[src/rtl/bsg_store_unpacker_axil.sv]
// Turns packed byte commands {write_not_read, addr[22:0], data[7:0]} into single AXI-lite
// transactions, one at a time. Read returns come back as a zero-extended byte on data_o.
module bsg_store_unpacker_axil #(
  parameter int axi_addr_width_p = 32,
  parameter int axi_data_width_p = 32,
  parameter logic [axi_addr_width_p-1:0] base_addr_p = '0
) (
  input  logic                          clk_i,
  input  logic                          reset_n_i,

  input  logic [31:0]                   data_i,
  input  logic                          v_i,
  output logic                          ready_o,

  output logic [31:0]                   data_o,
  output logic                          v_o,
  input  logic                          ready_i,

  output logic                          err_o,

  output logic [axi_addr_width_p-1:0]   m_axil_awaddr_o,
  output logic                          m_axil_awvalid_o,
  input  logic                          m_axil_awready_i,

  output logic [axi_data_width_p-1:0]   m_axil_wdata_o,
  output logic [axi_data_width_p/8-1:0] m_axil_wstrb_o,
  output logic                          m_axil_wvalid_o,
  input  logic                          m_axil_wready_i,

  input  logic [1:0]                    m_axil_bresp_i,
  input  logic                          m_axil_bvalid_i,
  output logic                          m_axil_bready_o,

  output logic [axi_addr_width_p-1:0]   m_axil_araddr_o,
  output logic                          m_axil_arvalid_o,
  input  logic                          m_axil_arready_i,

  input  logic [axi_data_width_p-1:0]   m_axil_rdata_i,
  input  logic [1:0]                    m_axil_rresp_i,
  input  logic                          m_axil_rvalid_i,
  output logic                          m_axil_rready_o
);

  localparam int strb_width_lp = axi_data_width_p / 8;
  localparam int lane_bits_lp  = $clog2(strb_width_lp);

  typedef enum logic [2:0] {
    e_ready, e_write, e_bresp, e_read, e_rresp, e_send
  } state_e;

  state_e      state_q;
  logic [30:0] cmd_q;      // command minus the direction bit, which only steers the FSM
  logic        aw_done_q;
  logic        w_done_q;
  logic        err_q;
  logic [7:0]  data_q;

  logic [22:0]             addr;
  logic [7:0]              wbyte;
  logic [lane_bits_lp-1:0] lane;
  logic [7:0]              rbyte;
  logic                    aw_done_n;
  logic                    w_done_n;

  assign addr  = cmd_q[30:8];
  assign wbyte = cmd_q[7:0];
  assign lane  = addr[lane_bits_lp-1:0];

  // Handshake outputs decode the state but are forced low while reset is held, so a reset
  // cycle never presents a half-finished beat to either side.
  assign ready_o          = reset_n_i & (state_q == e_ready);
  assign v_o              = reset_n_i & (state_q == e_send);
  assign m_axil_awvalid_o = reset_n_i & (state_q == e_write) & ~aw_done_q;
  assign m_axil_wvalid_o  = reset_n_i & (state_q == e_write) & ~w_done_q;
  assign m_axil_bready_o  = reset_n_i & (state_q == e_bresp);
  assign m_axil_arvalid_o = reset_n_i & (state_q == e_read);
  assign m_axil_rready_o  = reset_n_i & (state_q == e_rresp);

  assign m_axil_awaddr_o = base_addr_p | axi_addr_width_p'(addr);
  assign m_axil_araddr_o = base_addr_p | axi_addr_width_p'(addr);
  assign m_axil_wdata_o  = {strb_width_lp{wbyte}};

  assign data_o = {24'b0, data_q};
  assign err_o  = err_q;

  assign aw_done_n = aw_done_q | (m_axil_awvalid_o & m_axil_awready_i);
  assign w_done_n  = w_done_q  | (m_axil_wvalid_o  & m_axil_wready_i);

  // Byte-lane decode shared by the write strobe and the read-data select.
  always_comb begin
    m_axil_wstrb_o = '0;
    rbyte          = m_axil_rdata_i[7:0];
    for (int i = 0; i < strb_width_lp; i++) begin
      if (lane == lane_bits_lp'(i)) begin
        m_axil_wstrb_o[i] = 1'b1;
        rbyte             = m_axil_rdata_i[8*i +: 8];
      end
    end
  end

  // Command FSM with latched command, per-channel write progress, read byte and sticky error.
  always_ff @(posedge clk_i) begin
    if (!reset_n_i) begin
      state_q   <= e_ready;
      cmd_q     <= '0;
      aw_done_q <= 1'b0;
      w_done_q  <= 1'b0;
      err_q     <= 1'b0;
      data_q    <= '0;
    end else begin
      unique case (state_q)
        e_ready: begin
          if (v_i) begin
            cmd_q   <= data_i[30:0];
            state_q <= data_i[31] ? e_write : e_read;
          end
        end
        e_write: begin
          // AW and W complete independently; leave once both have been taken.
          if (aw_done_n && w_done_n) begin
            aw_done_q <= 1'b0;
            w_done_q  <= 1'b0;
            state_q   <= e_bresp;
          end else begin
            aw_done_q <= aw_done_n;
            w_done_q  <= w_done_n;
          end
        end
        e_bresp: begin
          if (m_axil_bvalid_i) begin
            if (m_axil_bresp_i != 2'b00) err_q <= 1'b1;
            state_q <= e_ready;
          end
        end
        e_read: begin
          if (m_axil_arready_i) state_q <= e_rresp;
        end
        e_rresp: begin
          if (m_axil_rvalid_i) begin
            if (m_axil_rresp_i != 2'b00) err_q <= 1'b1;
            data_q  <= rbyte;
            state_q <= e_send;
          end
        end
        e_send: begin
          if (ready_i) state_q <= e_ready;
        end
        default: state_q <= e_ready;
      endcase
    end
  end

endmodule

[config.mk]
export PLATFORM = sky130hd
export DESIGN_NAME = bsg_store_unpacker_axil
export DESIGN_NICKNAME = d
export VERILOG_FILES = /design/src/rtl/bsg_store_unpacker_axil.sv
export SDC_FILE = /design/constraint.sdc
export NUM_CORES = 1
export LEC_CHECK = 0
export BUFFER_PORTS_ARGS = -buffer_cell sky130_fd_sc_hd__buf_2
export CAP_MARGIN = 10
export CORE_MARGIN = 5
export CORE_UTILIZATION = 40
export CTS_CLUSTER_SIZE = 14
export DETAILED_ROUTE_END_ITERATION = 8
export GPL_TIMING_DRIVEN = 0
export PLACE_DENSITY_LB_ADDON = 0.05
export SLEW_MARGIN = 20
export SYNTH_ARGS = -nofsm -noshare
export SYNTH_HDL_FRONTEND = slang
export SYNTH_SLANG_ARGS = --single-unit
[constraint.sdc]
create_clock -name clk_i -period 1.9 [get_ports clk_i]
set_input_delay 0.38 -clock clk_i [delete_from_list [all_inputs] [get_ports clk_i]]
set_output_delay 0.38 -clock clk_i [all_outputs]
set_load 0.01 [all_outputs]
# After elaboration in Yosys (flattened, before gate mapping)

Cells that the tools add are included.

Multipliers: 0
$add $sub $neg: 0
Reductions and logical operators: 10
Shift operators: 0
Bitwise gates (word level): 14
Div/mod/pow operators: 0
Equal/unequal tests: 16
$lt $le $gt $ge: 0
Mux-type cells: 22

Operators by type and width:

| operator           | count |
|---|---|
| $mux 8             | 3 |
| $mux 3             | 6 |
| $pmux 3 s6         | 1 |
| $and 1x1->1        | 10 |
| $mux 1             | 10 |
| $ne 2x2->1 const B | 5 |
| $eq 3x2->1 const B | 2 |
| $eq 3x3->1 const B | 2 |
| $ne 2x1->1 const B | 3 |
| $reduce_and 6->1   | 1 |
| $reduce_bool 2->1  | 3 |
| $reduce_and 5->1   | 1 |
| $eq 2x2->1 const B | 2 |
| $reduce_and 2->1   | 2 |
| $eq 3x1->1 const B | 1 |
| $logic_not 3->1    | 1 |
| $eq 2x1->1 const B | 1 |
| $logic_not 2->1    | 1 |
| $mux 2             | 1 |
| $not 1->1          | 2 |
| $or 1x1->1         | 2 |
| $pmux 1 s2         | 1 |
| $logic_and 1x1->1  | 1 |

Flip-flop bits (word level): 45
Memories kept: 0
Bits in latches: 0
ROM bits: 0
Memory bits (writable): 0
Logic and storage cells: 68
Input port bits: 77

# Depth between registers and ports, before layout

Gate-level depths: netlist (run 1).

Word-level depth: 8
Mapped depth: 6

# Least setup slack after synthesis (run 1)

No wires, ideal clock.

Kind: register to register
Start: register cmd_q[8]
End: register data_q[2]
Setup time: 117 ps
Required time: 1,783 ps
Data arrival time: 1,449 ps
Stages on the path, launching flop included: 4
Path slack: 334 ps
Cell sequence: dfxtp_1 -> buf_2 -> mux4_2 -> a22o_1

Longest elaborated chain between the ends: 4
Elaborated cells between the ends (all ways): 6
Classes of those cells: 3 x eq/ne; 3 x mux

RTL lines:

| what                     | line | text |
|---|---|---|
| start: declaration       | 52   | `logic [30:0] cmd_q;` |
| start signal: assignment | 114  | `cmd_q <= data_i[30:0];` |
| $eq 2x1->1               | 94   | `if (lane == lane_bits_lp'(i)) begin` |
| $mux 8 (2 in a row)      | 94   |  |
| $mux 8 *                 | 94   |  |
| end signal: assignment   | 141  | `data_q <= rbyte;` |
| end: declaration         | 56   | `logic [7:0] data_q;` |

Mark *: on every way between the ends. The rest lies on a longest branch, timed or not.
A chain may end at the register's enable or synchronous reset.

# Final worst setup path (run 1)

Start: register state_q[1]
End: output m_axil_wvalid_o

Longest elaborated chain between the ends: 3

RTL lines:

| what                     | line | text |
|---|---|---|
| start: declaration       | 51   | `state_e state_q;` |
| start signal: assignment | 104  | `state_q <= e_ready;` |
| start signal: assignment | 115  | `state_q <= data_i[31] ? e_write : e_read;` |
| start signal: assignment | 123  | `state_q <= e_bresp;` |
| $eq 3x1->1               | 74   | `assign m_axil_wvalid_o = reset_n_i & (state_q == e_write) & ~w_done_q;` |
| $and 1x1->1 (2 in a row) | 74   |  |
| end: declaration         | 27   | `output logic m_axil_wvalid_o,` |

Every way passes these cells.

==> results of run 1 <==
[logic make-up after synthesis]
group	count (synthesis)
AOI/OAI and AO/OA	54
buffers and inverters	109
DFF	45
muxes	9
other	1
and+or+nand+nor	96
[stage by stage]
stage	std cells	cell area, um^2	utilization, %	power [mW]
after global routing	619	4020	59.9	3.55
after CTS	616	3980	59.3	3.32
after global placement	609	3870	57.6	2.54
after detailed placement	609	3870	57.6	2.56
after floorplan	355	2900	-	2.10
final	619	4020	59.9	3.33
[cell usage in the layout, fill, tap and decap left out, types with 2 or more instances in the layout]
master      n
o211ai_1    2
clkbuf_4    2
and3b_1     3
dfxtp_2     2
conb_1     42
clkbuf_8    6
nor2_1      3
buf_2     180
clkbuf_1    5
mux4_2      8
nor3_1      4
o21ai_0     3
buf_6       4
a21oi_1     4
a21boi_0    2
and3_1      2
nand2_1    64
nand2b_1    2
a21boi_1   30
dfxtp_1    42
nor2b_1     6
a22o_1      8
buf_4      92
nor3b_1     2
[layout make-up]
class	count	area share [%]
buffer	107	19.4
sequential	45	22.5
tap	80	2.49
clock buffer	6	2.05
clock inverter	2	0.933
inverter	1	0.0933
timing repair buffer	177	22.2
multi-input combinational	201	30.3
[worst max-delay path: stages, from the launching register on]
cell	delay (ns)
dfxtp_4	0.37
or4bb_4	0.56
nor2_1	0.10
buf_2	0.14
[sequential cells by signal (all words and copies together) (netlist names)]
signal and count:
state_q 3, cmd_q 31, aw_done_q 1, w_done_q 1
data_q 8, err_o 1
[power by group]
| part | internal [mW] | total, mW | switching, mW |
|---|---|---|---|
| Clock | 0.428 | 0.762 | 0.334 |
| Combinational | 0.726 | 1.39 | 0.668 |
| Sequential | 1.07 | 1.18 | 0.110 |
| Total | 2.22 | 3.33 | 1.11 |
[path summary, 6_finish.rpt]
check	from	end	slack, ns	depth (start not counted)
max	state_q[1]	m_axil_wvalid_o	0.07	3
max reg2reg	state_q[0]	data_q[5]	0.23	6
min	data_i[14]	cmd_q[14]	0.31	3
min reg2reg	cmd_q[26]	cmd_q[26]	0.47	2
[metal layers]
layer	part of all wire, %	track usage (%)	vias to the layer above
li1	-	-	1362
met1	40	20.5	1181
met2	51	31.4	126
met3	8.7	4.79	6
met4	1.0	4.88	0
met5	0	0	-
[timing repair]
action                     CTS  global route
buffers inserted             0             3
pin swaps                    1             0
setup endpoints to repair    2             6
hold endpoints to repair     0             0
gates resized for setup      1             9
==> results_dict.tcl, run 1 <==
set metrics [dict create \
    grt_pass1_vias 2598 \
    grt_antenna_before_repair 0 \
    synth-seq-area-share_pct 32.8 \
    initial_core_util_pct 40.8 \
    fin_crit_ns 1.83 \
    gp_congestion 0.760 \
    rsz0062_at_grt "false" \
    synth_edf_count 0 \
    hpwl_mm 6.42 \
    grt_pass1_wl_mm 12.4 \
    vdd_drop_max_mv 0.499 \
    holdBufCountCts 0 \
    synthSimpleGateAreaFrac_pct 16.7 \
    hold_viol 0 \
    synthTopCellsByArea "dfxtp_1 (33%), buf_4 (24%), nand2_1 (8.8%), a21boi_1 (8.2%), mux4_2 (6.6%)" \
    worstPathMaxFanout 5 \
    drt_iter0_markers 61 \
    cp.required_ns 1.52 \
    clockBufferDepth 2 \
    async_flop_share_pct 0 \
    layout-drive-gt1-share_pct 56.0 \
    tns_ns 0 \
    ant_nets 0 \
    viasPerCell 4.32 \
    dp_worst_setup_slack_ns 0.207 \
    routedWlPerCell_um 12.6 \
    fin_crit_sh_pct 96.5 \
    p_leak_nw 2.30 \
    route.vias.total 2675 \
    io_buffers 174 \
    fp.dieW_um 92.8 \
    clk_latency_ns 0.29 \
    io_pins 217 \
    cts_made_buffers 5 \
    htree_levels 2 \
    powerDensity_nw_per_um2 828 \
    synth_area_um2 2740 \
    drc 0 \
    core_area_um2 6720 \
    synthTopCellsByCount "buf_4 (89), nand2_1 (64), dfxtp_1 (45)" \
    die-area_um2 8610 \
    area_growth_syn_to_layout_pct 46.7 \
    regArea_um2 907 \
    synth_top_family_by_area "buffers and inverters" \
    rows 30 \
    synth_most_common_cell "buf_4" \
    maxCapViolations 0 \
    slew_viol_final 0 \
    synth_top_area_share_pct 32.8 \
    multi_input_area_um2 1220 \
    hold_ws_ns 0.306 \
    yosysTopAreaCell "dfxtp_1" \
    cts_tree "built" \
    end_kind "primary output" \
    synth_fa_ha_area_share_pct 0 \
    fmax_mhz 545 \
    startpoint_type "flop" \
    grt_max_degree 15 \
    synth_xor_xnor_area_share_pct 0 \
    antennaDiodeCount 0 \
    hold_class "input pin to flop" \
    run_status "completed" \
    worstSetupPathType "flop to primary output" \
    grt_overflow 0 \
    clkTransAtPathRegs_ns 0.09 \
    avgSynthCellArea_um2 8.73 \
    setup_ws_ns 0.0664 \
    nets 615 \
    die_h_um 92.8 \
    ys_dominant_reg_cell "dfxtp_1" \
    yosysWarnings 0 \
    fillerInstances 611 \
    synthMuxAreaShare_pct 6.98 \
    clockRootBuffer "clkbuf_8" \
    synth_compound_gate_area_share_pct 14.7 \
    routed_wl_mm 7.82 \
    cts.sinks 45 \
    drt-pass1-iter-count 4 \
    crit_arrival_ns 1.45 \
    synth-seq-cells 45 \
    finalClockSkew_ns 0.00358 \
    ys_types 37 \
    setup_viol 0 \
    synth_cells 314 \
    grt_util_all_layers_pct 17.6 \
]
Power figures use the tool's default switching activity.
==> run 2, diff against run 1 <==
--- a/constraint.sdc
+++ b/constraint.sdc
@@ -3,2 +3,2 @@
 set_output_delay 0.38 -clock clk_i [all_outputs]
-set_load 0.01 [all_outputs]
+set_load 0.05 [all_outputs]
==> run 2 against run 1 <==
Net effect:
- worst setup slack worse by 0.065 ns
- power grew 23%
- routed wire length rose by 0.88%
- non-clock buffer count is 1 higher
- largest cell class unchanged
- final area rose by 0.22%
- clock skew shrank 0.0012 ns
==> results_dict.tcl, run 2 (synthesis gave the netlist of run 1 again) <==
set metrics [dict create \
    drt-pass1-iter-count 4 \
    cpPeakStageDelay_ns 0.59 \
    io_pins 217 \
    crit_slowest_cell "or4bb_4" \
    fin_crit_sh_pct 99.9 \
    worstPathMaxFanout 7 \
    place_inst 609 \
    holdBufCountCts 0 \
    grt_overflow 0 \
    clk_latency_ns 0.29 \
    die-area_um2 8610 \
    placed_cell_area_um2 3880 \
    combPwrFrac_pct 57.9 \
    area_growth_syn_to_layout_pct 47.0 \
    drt_iter0_markers 71 \
    powerDensity_nw_per_um2 1020 \
    largest_reg_flops 31 \
    finalClockSkew_ns 0.00235 \
    clkTransAtPathRegs_ns 0.08 \
    viasPerCell 4.30 \
    cts_made_buffers 5 \
    cp_top_family "simple AND/OR/NAND/NOR gates" \
    clockBufferDepth 2 \
    vdd_drop_max_mv 0.396 \
    reg2reg_depth 6 \
    fin_area_um2 4030 \
    p_leak_nw 2.30 \
    nets 616 \
    total_power_mw 4.10 \
    slew_viol_final 0 \
    fp.dieW_um 92.8 \
    final_cell_count_no_fill 618 \
    routedWlPerCell_um 12.8 \
    cp.depth 3 \
    cts_tree "built" \
    htree_levels 2 \
    run_status "completed" \
    route.vias.total 2660 \
    fmax_mhz 527 \
    final_cell_mix "buf_2 (177), buf_4 (93), nand2_1 (64)" \
    drc 0 \
    crit_chain "or4bb_4, nor2_4, buf_8" \
    hold_class "input pin to flop" \
    io_buffers 174 \
    maxCapViolations 0 \
    grt_util_all_layers_pct 17.5 \
    mostFrequentLayoutCell "buf_2" \
    tns_ns 0 \
    initial_core_util_pct 40.8 \
    grt_max_degree 13 \
    grt_pass1_vias 2517 \
    switching_share_pct 49.4 \
    dp_worst_setup_slack_ns 0.0775 \
    end_kind "primary output" \
    die_h_um 92.8 \
    antennaDiodeCount 0 \
    cp.required_ns 1.52 \
    setup_viol 0 \
    setup_ws_ns 0.00156 \
    startpoint_type "flop" \
    hold_ws_ns 0.319 \
    grt_pass1_wl_mm 12.4 \
    core_area_um2 6720 \
    routed_wl_mm 7.89 \
    layout-drive-gt1-share_pct 57.1 \
    min_delay_path_depth 3 \
    crit_arrival_ns 1.52 \
    switchingPower_mw 2.02 \
    rsz0062_at_grt "true" \
    hold_viol 0 \
    largestRegisters "cmd_q: 31 flops, data_q: 8 flops, state_q: 3 flops" \
    path_buf_inv 1 \
    grt_antenna_before_repair 0 \
    clkPwrFrac_pct 13.1 \
    rows 30 \
    ant_nets 0 \
    utilization_pct 60.0 \
    internal_power_mw 2.07 \
    p_seq_share_pct 29.0 \
    worstSetupPathType "flop to primary output" \
    hpwl_mm 6.54 \
    fin_crit_ns 1.90 \
    regMostFlops "cmd_q" \
    gp_congestion 0.787 \
    cts.sinks 45 \
    clockRootBuffer "clkbuf_8" \
]
run 2: cell count changes in the layout (fill, tap and decap cells not counted), sizes merged:
cell / previous run / this run
clkinv: 0 / 1
clkinvlp: 1 / 0
bufinv: 1 / 0
run 2: worst paths after layout:
path,start,to,slack [ns]
worst min-delay path,data_i[21],cmd_q[21],0.32
worst min register to register,cmd_q[23],cmd_q[23],0.47
worst max-delay path,state_q[1],m_axil_awvalid_o,0.002
worst max register to register,state_q[0],data_q[0],0.21
run 2: repair_timing:
action	in CTS	in global routing
gates resized for setup	9	10
endpoints found under the setup margin	4	7
buffers inserted	0	4
pin swaps	0	1
hold endpoints to repair	0	0
run 2: layer usage:
layer / vias to the layer above / routed length (um) / global-route usage [%]
li1: 1360 / - / -
met1: 1171 / 3200 / 20.9
met2: 123 / 3940 / 31.2
met3: 6 / 685 / 4.71
met4: 0 / 71 / 4.03
met5: - / 0 / 0
run 2: power by group through the flow:
stage / clock (mW) / sequential [mW] / combinational (mW)
6_report: 0.536 / 1.19 / 2.37
5_1_grt: 0.613 / 1.21 / 2.51
4_1_cts: 0.558 / 1.20 / 2.32
3_5_place_dp: 0 / 1.20 / 2.32
3_3_place_gp: 0 / 1.19 / 2.31
2_1_floorplan: 0 / 1.51 / 1.55
run 2: cell type report:
type	instances	area, um^2
plain buffers	107	783
clock buffers	5	68.8
clock inverters	1	5.00
fillers	654	2690
inverters	1	3.75
multi-input cells	201	1240
flip-flops and latches	45	908
well taps	80	100
repair buffers	178	923
run 2: worst reg2reg max path: cells and delay by family (launching register included):
kind | cells | cell delay (ns)
simple gates | 2 | 0.50
buf+inv | 3 | 0.49
flops | 1 | 0.32
compound gates | 1 | 0.28
==> run 3, diff against run 2 <==
- ABC_AREA: default -> 1
- CORE_UTILIZATION: 40 -> 43
- clock period: 1.9 -> 2.3 ns (I/O delays scaled with it)
==> run 3 against run 2 <==
Net effect:
- synthesized cell count rose by 25%
- die area fell by 4.5%
- critical path depth did not move
- area after synthesis rose by 2.1%
- core utilization rose by 3.3 points
- worst setup slack improved by 0.17 ns
- first-iteration DRC count rose by 63%
- critical path type unchanged
- largest cell class unchanged
==> results_dict.tcl, run 3 <==
set metrics [dict create \
    ys_dominant_reg_cell "dfxtp_1" \
    cp.required_ns 1.84 \
    synth_most_common_cell "buf_4" \
    top_usage_layer "met2" \
    finalClockSkew_ns 0.00565 \
    rows 29 \
    min_delay_path_depth 3 \
    antennaDiodeCount 0 \
    relSlewSlack_pct 57.4 \
    cts_tree "built" \
    fmax_mhz 471 \
    synth_edf_count 0 \
    gp_congestion 0.874 \
    cpPeakStageDelay_ns 0.50 \
    hpwl_mm 6.96 \
    grt_util_all_layers_pct 19.6 \
    crit_arrival_ns 1.66 \
    routedWlPerCell_um 12.1 \
    io_buffers 173 \
    reg2reg_depth 5 \
    ys_types 29 \
    die_h_um 90.7 \
    grtUsageMet2_pct 34.0 \
    worstPathMaxFanout 9 \
    end_kind "primary output" \
    final_cell_mix "buf_2 (178), buf_4 (91), a21oi_1 (57)" \
    path_buf_inv 2 \
    slew_viol_final 0 \
    drt-pass1-iter-count 4 \
    clk_latency_ns 0.29 \
    clkTransAtPathRegs_ns 0.08 \
    grt_pass1_vias 2854 \
    synth_cells 391 \
    setup_viol 0 \
    htree_levels 2 \
    async_flop_share_pct 0 \
    cp.depth 3 \
    synth-seq-cells 45 \
    grt_antenna_before_repair 0 \
    crit_chain "inv_1, nor2_1, buf_2" \
    drc 0 \
    grt_max_degree 14 \
    hold_ws_ns 0.425 \
    fin_crit_ns 2.12 \
    grt_pass1_wl_mm 13.6 \
    viasPerCell 4.37 \
    post_cts_buffers 0 \
    nets 689 \
    cp_top_family "simple AND/OR/NAND/NOR gates" \
    vdd_drop_max_mv 0.887 \
    worstSetupPathType "flop to primary output" \
    yosysWarnings 0 \
    synth_area_um2 2800 \
    routed_wl_mm 8.35 \
    largest_reg_flops 31 \
    startpoint_type "flop" \
    hold_class "input pin to flop" \
    drt_iter0_markers 116 \
    met3_usage_pct 6.50 \
    ant_nets 0 \
    grt_overflow 0 \
    cts_made_buffers 5 \
    core_area_um2 6350 \
    route.vias.total 3013 \
    powerDensity_nw_per_um2 1400 \
    largestRegisters "cmd_q: 31 flops, data_q: 8 flops, state_q: 3 flops" \
    clockRootBuffer "clkbuf_8" \
    die-area_um2 8230 \
    initial_core_util_pct 44.1 \
    io_pins 217 \
    regMostFlops "cmd_q" \
    fp.dieW_um 90.7 \
    utilization_pct 63.3 \
    avgSynthCellArea_um2 7.16 \
    rsz0062_at_grt "false" \
    p_leak_nw 2.38 \
    maxCapViolations 0 \
    synthTopCellsByCount "buf_4 (91), a21oi_1 (57), dfxtp_1 (45)" \
    grt_use_met1_pct 23.2 \
    synth-seq-area-share_pct 32.2 \
    synth_top_area_share_pct 32.2 \
    layout-drive-gt1-share_pct 48.7 \
    area_growth_syn_to_layout_pct 43.6 \
    clockBufferDepth 2 \
    cts.sinks 45 \
    fin_crit_sh_pct 92.4 \
    mostFrequentLayoutCell "buf_2" \
    worst_pin_slew_ns 0.637 \
    hold_viol 0 \
    synthTopCellsByArea "dfxtp_1 (32%), buf_4 (24%), a21oi_1 (10%), o21ai_1 (6.6%), inv_1 (5.5%)" \
    crit_slowest_cell "nor2_1" \
    run_status "completed" \
    yosysTopAreaCell "dfxtp_1" \
]
==> run 3: cell types whose count changed after synthesis, moves of 5 or more <==
cell      before  now
a22o_1         8    0
nand3_1        0    6
nor2_1         4   18
mux4_2         8    0
a21oi_1        4   57
nor2b_1        6    0
o21ai_0        3   13
inv_1          1   41
inv_2          0    5
nand2_1       64   31
o21ai_1        0   37
a21boi_1      30    0
and3_1         2    8
==> run 3: metrics by stage <==
step                power, mW  cells  cell area (um^2)  worst slack [ns]  setup TNS, ns
floorplan                4.33    432              2950            -0.119         -0.237
global placement         5.07    682              3920            0.0770              0
detailed placement       5.09    682              3920            0.0491              0
CTS                      5.68    689              4020            0.0489              0
global route             5.99    689              4020            0.0691              0
finish                   5.63    689              4020             0.175              0
==> run 3: report_power, final <==
part / internal (mW) / switching (mW)
combinational: 1.05 / 2.81
clock: 0.316 / 0.262
sequential: 0.999 / 0.189
==> run 3: repair_timing <==
item / 4_1_cts / 5_1_grt
setup endpoints to repair: 0 / 2
endpoints found under the hold margin: 0 / 0
resized for setup: 0 / 1
hold buffers: 0 / 0
==> run 3: logic make-up after synthesis <==
group                  count (synthesis)  share of synthesized area (%)
and+or+nand+nor                       81                           14.4
buffers and inverters                153                           33.1
AOI/OAI and AO/OA                    111                           20.2
other                                  1                          0.134
DFF                                   45                           32.2
==> run 3: final timing paths <==
| path | startpoint | to | slack, ns |
|---|---|---|---|
| max | cmd_q[9] | m_axil_wstrb_o[2] | 0.18 |
| min | data_i[17] | cmd_q[17] | 0.43 |
| max reg2reg | cmd_q[9] | data_q[0] | 0.81 |
| min reg2reg | err_o | err_o | 0.45 |
==> run 3: worst min-delay path, delay by kind of cell <==
family                 cells  cell delay, ns
AOI/OAI and AO/OA          2            0.15
buffers and inverters      1            0.08
==> run 3: final cells by class <==
cell class	instances	area [um^2]
Fill cell	608	2330
Clock inverter	2	35.0
Tap cell	77	96.3
Clock buffer	5	68.8
Sequential cell	45	901
Multi-Input combinational cell	234	1130
Buffer	103	736
Inverter	50	191
Timing Repair Buffer	173	866
==> run 3: per-layer routing <==
layer,vias up,routed length (um)
met5,-,0
met4,0,95
met3,11,823
met2,144,4080
met1,1285,3340
li1,1573,-
